==> config.mk <==
export PLATFORM = sky130hd
export DESIGN_NAME = nibble_packer
export DESIGN_NICKNAME = d
export VERILOG_FILES = /design/src/rtl/nibble_packer.sv
export SDC_FILE = /design/constraint.sdc
export NUM_CORES = 1
export LEC_CHECK = 0
export ABC_AREA = 0
export BUFFER_PORTS_ARGS = -buffer_cell sky130_fd_sc_hd__buf_2
export CAP_MARGIN = 20
export CORE_MARGIN = 2
export CORE_UTILIZATION = 61
export CTS_BUF_LIST = sky130_fd_sc_hd__clkbuf_16
export CTS_CLUSTER_SIZE = 16
export DETAILED_ROUTE_END_ITERATION = 7
export PLACE_DENSITY = 0.83
export SYNTH_ARGS = -nofsm -noshare
export SYNTH_HDL_FRONTEND = slang
export SYNTH_SLANG_ARGS = --single-unit
==> constraint.sdc <==
create_clock -name clk -period 3.6 [get_ports clk]
set_clock_uncertainty 0.1 [all_clocks]
set_input_delay 0.36 -clock clk [delete_from_list [all_inputs] [get_ports clk]]
set_output_delay 0.36 -clock clk [all_outputs]
set_load 0.05 [all_outputs]
==> src/rtl/nibble_packer.sv <==
// Packs a nibble stream into bytes (first nibble in the high half) and buffers
// them in a first-word-fall-through FIFO with a sticky overflow flag.
module nibble_packer #(
  parameter int DEPTH = 4,
  parameter int AW    = 2
) (
  input  logic          clk,
  input  logic          n_rst,
  input  logic          clr,
  input  logic [3:0]    din,
  input  logic          din_vld,
  input  logic          flush,
  output logic [7:0]    dout,
  output logic          dout_vld,
  input  logic          dout_rdy,
  output logic          full,
  output logic [AW:0]   cnt,
  output logic          half,
  output logic          ovf
);

  // Byte handshake: a byte transfers on every rising edge where
  // dout_vld & dout_rdy; dout_vld never depends on dout_rdy.

  typedef enum logic {
    S_EMPTY = 1'b0,
    S_HALF  = 1'b1
  } state_t;

  localparam logic [AW:0] FULL_CNT = (AW+1)'(DEPTH);

  state_t          state;
  logic [3:0]      hold;
  logic [7:0]      mem [DEPTH];
  logic [AW-1:0]   wptr;
  logic [AW-1:0]   rptr;
  logic [AW:0]     cnt_q;
  logic            ovf_q;

  logic            push_req;
  logic [7:0]      push_byte;
  logic            pop;
  logic            push_ok;

  always_comb begin
    push_req  = 1'b0;
    push_byte = {din, 4'h0};
    case (state)
      S_EMPTY: begin
        if (din_vld && flush) begin
          push_req  = 1'b1;
          push_byte = {din, 4'h0};
        end
      end
      S_HALF: begin
        // A real low nibble wins over flush padding.
        if (din_vld) begin
          push_req  = 1'b1;
          push_byte = {hold, din};
        end else if (flush) begin
          push_req  = 1'b1;
          push_byte = {hold, 4'h0};
        end
      end
      default: ;
    endcase
  end

  assign full     = (cnt_q == FULL_CNT);
  assign dout_vld = (cnt_q != '0);
  assign cnt      = cnt_q;
  assign half     = (state == S_HALF);
  assign ovf      = ovf_q;
  assign dout     = dout_vld ? mem[rptr] : 8'h00;

  assign pop     = dout_vld & dout_rdy;
  // When full, a push only fits if the head leaves in the same cycle.
  assign push_ok = push_req & (~full | pop);

  always_ff @(posedge clk or negedge n_rst) begin
    if (!n_rst) begin
      state <= S_EMPTY;
      hold  <= 4'h0;
      wptr  <= '0;
      rptr  <= '0;
      cnt_q <= '0;
      ovf_q <= 1'b0;
    end else if (clr) begin
      state <= S_EMPTY;
      hold  <= 4'h0;
      wptr  <= '0;
      rptr  <= '0;
      cnt_q <= '0;
      ovf_q <= 1'b0;
    end else begin
      case (state)
        S_EMPTY: begin
          if (din_vld && !flush) begin
            hold  <= din;
            state <= S_HALF;
          end
        end
        S_HALF: begin
          if (din_vld || flush) state <= S_EMPTY;
        end
        default: state <= S_EMPTY;
      endcase

      if (push_ok) wptr <= wptr + AW'(1);
      if (pop)     rptr <= rptr + AW'(1);

      case ({push_ok, pop})
        2'b10:   cnt_q <= cnt_q + (AW+1)'(1);
        2'b01:   cnt_q <= cnt_q - (AW+1)'(1);
        default: cnt_q <= cnt_q;
      endcase

      if (push_req && !push_ok) ovf_q <= 1'b1;
    end
  end

  always_ff @(posedge clk) begin
    if (n_rst && !clr && push_ok) mem[wptr] <= push_byte;
  end

endmodule

==> flow_summary.yaml, run 1 <==
floorplanning:
  rows: 21
  initial_utilization: 0.622
  die-width_um: 61.9
  io-pin-count: 25
  die_area_mm2: 0.00383
  die_y_um: 61.9
  core-area_mm2: 0.00328
placed_design:
  dp_hpwl_um: 2430
  placement.setup.worst_slack_ns: 1.13
  instance_count_after_placement_with_tap_cells_included: 199
  finalWeightedCongestion: 0.792
  place.port_buffers: 24
worst_hold_path:
  worst_hold_path_type: "in2reg"
  hold_start: "flush"
synth:
  netlist_top_cells_area: "sky130_fd_sc_hd__edfxtp_1, sky130_fd_sc_hd__dfrtp_1, sky130_fd_sc_hd__mux4_2, sky130_fd_sc_hd__and2_1, sky130_fd_sc_hd__mux2i_1"
  synth.distinct_cells: 36
  synth_common_cells: "sky130_fd_sc_hd__edfxtp_1, sky130_fd_sc_hd__dfrtp_1, sky130_fd_sc_hd__and2_1, sky130_fd_sc_hd__nor2_1, sky130_fd_sc_hd__mux4_2"
  syn_area_per_cell_um2: 15.1
  yosys.area.top_type: "sky130_fd_sc_hd__edfxtp_1"
  synth_flop_cell: "sky130_fd_sc_hd__edfxtp_1"
  synth_seq_area_share: 0.629
  synth_warnings: 0
  synth_cells: 135
  net_count_of_the_mapped_netlist: 150
  ys_async_sr_fraction: 0.289
  post_synth_edffs: 32
  yosysMostFrequentCell: "sky130_fd_sc_hd__edfxtp_1"
  yosys.area.top_type_share: 0.470
  synth.cell_area_mm2: 0.00204
  yosys_register_bits: 45
power_and_ir_drop:
  p_leak_nw: 0.943
  pwr_density_cell_mw_per_mm2: 748
  design_power_total_w: 0.00175
  vdd.ir_drop.worst_mv: 0.392
cells_and_area:
  antenna_cells: 0
  stdcell_count: 208
  ff_latch_area_mm2: 0.00129
  syn2layout_area_growth_pct: 14.5
  finish.net_count: 176
  multi_input_comb_area_um2: 712
  drive_gt1_frac: 0.290
  nFillCells: 221
worst_setup_path:
  cp_data_arrival_time_ns: 2.59
  r2r-start: "cnt[0]"
  cp_slowest_stage_delay_ns: 0.55
  worstSetupStartpointType: "flip-flop"
  most_frequent_cell_on_the_critical_path: "sky130_fd_sc_hd__o31ai_1"
  crit_path_end_kind: "flip-flop"
  worstSetupStartpoint: "cnt[0]"
  worst-setup-path-type: "reg2reg"
  worst_path_dominant_cell_family: "compound AO/OA/AOI/OAI gates"
  cp_slowest_cell: "sky130_fd_sc_hd__or4_1"
  cp_num_buf_inv: 0
  worst_path_maximum_fanout: 9
  worst_ep_required_time_ns: 3.69
  crit_chain: "o31ai_1, nor2_1, fa_1, or4_1, a211o_1, o31ai_1"
clock_network:
  h_tree_level_count: 2
  clock-sinks: 45
  worstSkewPairLatency_ns: 0.28
  worst_setup_hold_path_clk_slew_ns: 0.06
  tritoncts: "yes"
  postCtsHoldBufs: 1
  cts_inserted_buffers: 5
  root_buffer: "sky130_fd_sc_hd__clkbuf_16"
  cts.path.max_buffers: 2
  postCtsResizedCells: 0
  post_cts.repair.setup_buffers: 0
global_routing:
  wire_length_of_the_first_global_routing_pass_um: 5540
  grt.overflow.total: 0
  grt_max_degree: 18
  first_global_vias: 1114
  grt.total_usage: 0.218
  number_of_antenna_violations_at_the_first_check_in_global_routing: 0
sta:
  fmax_mhz: 400
  final.setup.worst_slack_ns: 1.10
  fin_crit_sh: 0.694
  tightest_slew_ns: 0.659
  layout_min_cycle_time_ns: 2.50
  timing_hold_violations_final: 0
  rsz_0062_raised_after_global_routing: "no"
  setup_total_negative_slack_ns: 0
  slew_headroom: 0.556
  finalSetupViolations: 0
  report.final.slew_viol_count: 0
  finalHoldWorstSlack_ns: 0.228
detailed_routing:
  via_count: 1193
  drc: 0
  route.antenna.remaining_nets: 0
  firstDrtPassIters: 4
  post_drt_via_cell_ratio: 5.74
  drt-initial-drc-count: 54
  wire_per_inst_um: 18.1
  routed_wl_um: 3760
job:
  max_cap_viol_count: 0
status:
  status: "complete, no violations"
area by class of cell:
class,count,share of cell area
clock buffer,5,0.0534
clock inverter,3,0.00641
inverter,4,0.00641
multi-input combinational,80,0.304
sequential,45,0.549
tap,46,0.0246
timing repair buffer,25,0.0556
flip-flops by register name, summed over array words and instances, names as in the netlist:
signal	cells
rptr	2
ovf	1
mem	32
half	1
hold	4
wptr	2
cnt	3
cells in the final DEF (no fill, tap or decap), drive strengths merged:
cell type,count
nor2b,1
dfrtp,13
a21boi,1
ha,4
dlygate4sd3,1
a21oi,1
mux4,8
a31oi,2
o31ai,2
nand2,1
nor2,12
or3b,1
nor3b,2
a211o,1
xor2,2
and2,12
inv,6
mux2,5
xnor2,2
mux2i,6
clkbuf,5
fa,1
edfxtp,32
maj3,1
or3,1
buf,24
clkinvlp,1
or4,1
o21ai,3
o22ai,1
nor3,2
nand2b,2
nand3,1
and3,4
per-layer routing:
metal	up-vias	wire length (µm)	track usage
met1	593	1460	0.264
li1	552	-	-
met4	0	115	0.106
met5	-	0	0
met2	36	2030	0.358
met3	12	154	0.0663
cell families (layout without fill, tap and decap cells):
logic type                 after synthesis  after routing  share of synthesized area
DFF                                     45             45                      0.629
AOI/OAI and AO/OA                       11             11                     0.0361
xor gates and xnor gates                 4              4                     0.0171
and+or+nand+nor                         40             40                      0.110
adders and majority gates                6              6                     0.0398
buffers and inverters                   10             37                     0.0226
muxes                                   19             19                      0.145
path summary, 6_finish.rpt:
| check | cells after the start | slack (ns) | end |
|---|---|---|---|
| worst max-delay path | 6 | 1.10 | cnt[2] |
| worst min-delay path | 2 | 0.23 | half |
| worst max register to register | 6 | 1.10 | cnt[2] |
| worst min register to register | 2 | 0.40 | ovf |
| max in group asynchronous | 2 | 2.75 | hold[3] |
| min in group asynchronous | 2 | 0.41 | rptr[1] |
power breakdown:
group | internal (W) | leakage (nW) | switching, W
registers | 0.000587 | 0.467 | 0.0000725
logic | 0.000209 | 0.403 | 0.000455
clock network | 0.000252 | 0.0724 | 0.000175
per-stage QoR:
stage / cell area (µm²) / utilization
after global placement: 2190 / 0.667
after floorplan: 2040 / -
after CTS: 2340 / 0.713
after global routing: 2340 / 0.713
final: 2340 / 0.713
after detailed placement: 2190 / 0.667
Note: power is estimated with default switching activity, not from simulation.
==> run 2, diff against run 1 <==
--- a/config.mk
+++ b/config.mk
@@ -9,11 +9,11 @@
 export BUFFER_PORTS_ARGS = -buffer_cell sky130_fd_sc_hd__buf_2
 export CAP_MARGIN = 20
 export CORE_MARGIN = 2
-export CORE_UTILIZATION = 61
+export CORE_UTILIZATION = 57
 export CTS_BUF_LIST = sky130_fd_sc_hd__clkbuf_16
 export CTS_CLUSTER_SIZE = 16
 export DETAILED_ROUTE_END_ITERATION = 7
-export PLACE_DENSITY = 0.83
+export PLACE_DENSITY = 0.78
 export SYNTH_ARGS = -nofsm -noshare
 export SYNTH_HDL_FRONTEND = slang
 export SYNTH_SLANG_ARGS = --single-unit
==> constraint.sdc (replaced) <==
create_clock -name clk -period 2.39 [get_ports clk]
set_clock_uncertainty 0.1 [all_clocks]
set_input_delay 0.239 -clock clk [delete_from_list [all_inputs] [get_ports clk]]
set_output_delay 0.239 -clock clk [all_outputs]
set_load 0.05 [all_outputs]
==> run 2 against run 1 <==
Register-to-register slack got worse by 1.0 ns. Non-clock buffer count is 4 higher. Clock power grew 54%. Critical endpoint unchanged.
==> flow_summary.yaml, run 2 (synthesis results as in run 1) <==
status:
  status: "complete, no violations"
detailed_routing:
  drc: 0
  via_count: 1225
  drt-initial-drc-count: 38
  post_drt_via_cell_ratio: 5.78
  routed_wl_um: 3770
  wire_per_inst_um: 17.8
  firstDrtPassIters: 4
  route.antenna.remaining_nets: 0
sta:
  rsz_0062_raised_after_global_routing: "no"
  fin_crit_sh: 0.961
  report.final.slew_viol_count: 0
  finalSetupViolations: 0
  slew_headroom: 0.559
  timing_hold_violations_final: 0
  final.setup.worst_slack_ns: 0.0942
  setup_total_negative_slack_ns: 0
  layout_min_cycle_time_ns: 2.30
  tightest_slew_ns: 0.655
  fmax_mhz: 436
  finalHoldWorstSlack_ns: 0.0691
placed_design:
  finalWeightedCongestion: 0.828
  place.port_buffers: 24
  dp_hpwl_um: 2650
  placement.setup.worst_slack_ns: 0.0776
global_routing:
  grt.total_usage: 0.210
  wire_length_of_the_first_global_routing_pass_um: 6220
  first_global_vias: 1251
  grt_max_degree: 18
  number_of_antenna_violations_at_the_first_check_in_global_routing: 0
  grt.overflow.total: 0
floorplanning:
  io-pin-count: 25
  initial_utilization: 0.603
  core-area_mm2: 0.00339
  die-width_um: 63.9
  die_y_um: 63.9
  rows: 21
  die_area_mm2: 0.00408
cells_and_area:
  nFillCells: 231
  antenna_cells: 0
  layout.cells.most_common: "sky130_fd_sc_hd__edfxtp_1"
  finish.net_count: 180
  post-route-util: 0.707
  top_register: "mem"
  layout_common_cells: "sky130_fd_sc_hd__edfxtp_1, sky130_fd_sc_hd__buf_2, sky130_fd_sc_hd__nor2_1, sky130_fd_sc_hd__and2_1, sky130_fd_sc_hd__dfrtp_1"
  ff_latch_area_mm2: 0.00129
  max_reg_flops: 32
  drive_gt1_frac: 0.343
  multi_input_comb_area_um2: 728
  syn2layout_area_growth_pct: 17.1
worst_setup_path:
  ff2ff_path_depth: 6
  cp_slowest_cell: "sky130_fd_sc_hd__or4_1"
  worst_path_dominant_cell_family: "simple AND/OR/NAND/NOR gates"
  crit_path_end_kind: "flip-flop"
  worstSetupStartpointType: "flip-flop"
  worstReg2RegEnd: "cnt[2]"
  crit_chain: "o31ai_4, nor2_1, fa_2, or4_1, a211o_1, o31ai_1"
  rrSetupSlack_ns: 0.09
  cp_num_buf_inv: 0
  worst-setup-path-type: "reg2reg"
  worst_path_maximum_fanout: 8
  cp_data_arrival_time_ns: 2.39
  r2r-start: "cnt[1]"
  cp_slowest_stage_delay_ns: 0.54
  worst_ep_required_time_ns: 2.48
power_and_ir_drop:
  design_power_total_w: 0.00270
  pwr_density_cell_mw_per_mm2: 1130
  p_leak_nw: 0.952
  vdd.ir_drop.worst_mv: 0.685
worst_hold_path:
  worst_hold_path_type: "in2reg"
  hold_start: "flush"
  worst_hold_path.num_cells: 2
  min_to: "half"
clock_network:
  cts.path.max_buffers: 2
  h_tree_level_count: 2
  post_cts.repair.setup_buffers: 0
  cts_inserted_buffers: 5
  worst_setup_hold_path_clk_slew_ns: 0.06
  worstSkewPairLatency_ns: 0.28
  root_buffer: "sky130_fd_sc_hd__clkbuf_16"
  tritoncts: "yes"
  clock-sinks: 45
job:
  max_cap_viol_count: 0
==> run 2: cell count changes in the layout (fill, tap and decap cells not counted) <==
| cell | previous run | this run |
|---|---|---|
| sky130_fd_sc_hd__dfrtp_2 | 0 | 3 |
| sky130_fd_sc_hd__fa_1 | 1 | 0 |
| sky130_fd_sc_hd__inv_1 | 6 | 5 |
| sky130_fd_sc_hd__dfrtp_1 | 13 | 10 |
| sky130_fd_sc_hd__fa_2 | 0 | 1 |
| sky130_fd_sc_hd__clkinvlp_4 | 1 | 2 |
| sky130_fd_sc_hd__buf_4 | 0 | 4 |
| sky130_fd_sc_hd__o31ai_1 | 2 | 1 |
| sky130_fd_sc_hd__o31ai_4 | 0 | 1 |
==> run 2: worst max-delay path by stage <==
| stage | startpoint | to | depth (start not counted) |
|---|---|---|---|
| after CTS | cnt[1] | cnt[2] | 6 |
| after floorplan | half | cnt[2] | 7 |
| after global placement | cnt[1] | cnt[2] | 6 |
| after global routing | cnt[1] | cnt[2] | 6 |
| final | cnt[1] | cnt[2] | 6 |
| after detailed placement | cnt[1] | cnt[2] | 6 |
==> run 2: final cells by class <==
class / instances / share of cell area
clock buffer: 5 / 0.0522
tap: 46 / 0.0240
clock inverter: 3 / 0.00784
sequential: 45 / 0.539
timing repair buffer: 29 / 0.0669
multi-input combinational: 80 / 0.304
inverter: 4 / 0.00627
==> run 2: timing repair <==
action	4_1_cts	5_1_grt
hold endpoints to repair	13	0
setup endpoints to repair	0	1
hold buffers	1	0
gates resized for setup	0	1
==> run 2: layer usage <==
metal / global-route usage / vias to the layer above / routed length, µm
met3: 0.0563 / 11 / 263
met1: 0.264 / 607 / 1480
met5: 0 / - / 0
li1: - / 560 / -
met2: 0.349 / 47 / 1960
met4: 0.0761 / 0 / 74
==> run 2: per-stage QoR <==
step / area (µm²) / instances
6_report: 2390 / 212
5_1_grt: 2390 / 212
4_1_cts: 2390 / 212
3_5_place_dp: 2230 / 203
3_3_place_gp: 2230 / 203
2_1_floorplan: 2060 / 135
==> run 2: where the power goes <==
group          switching [W]  total [W]  internal [W]
Clock               0.000271   0.000654      0.000383
Sequential         0.0000610   0.000949      0.000888
Combinational       0.000750    0.00110      0.000352
Total                0.00108    0.00270       0.00162
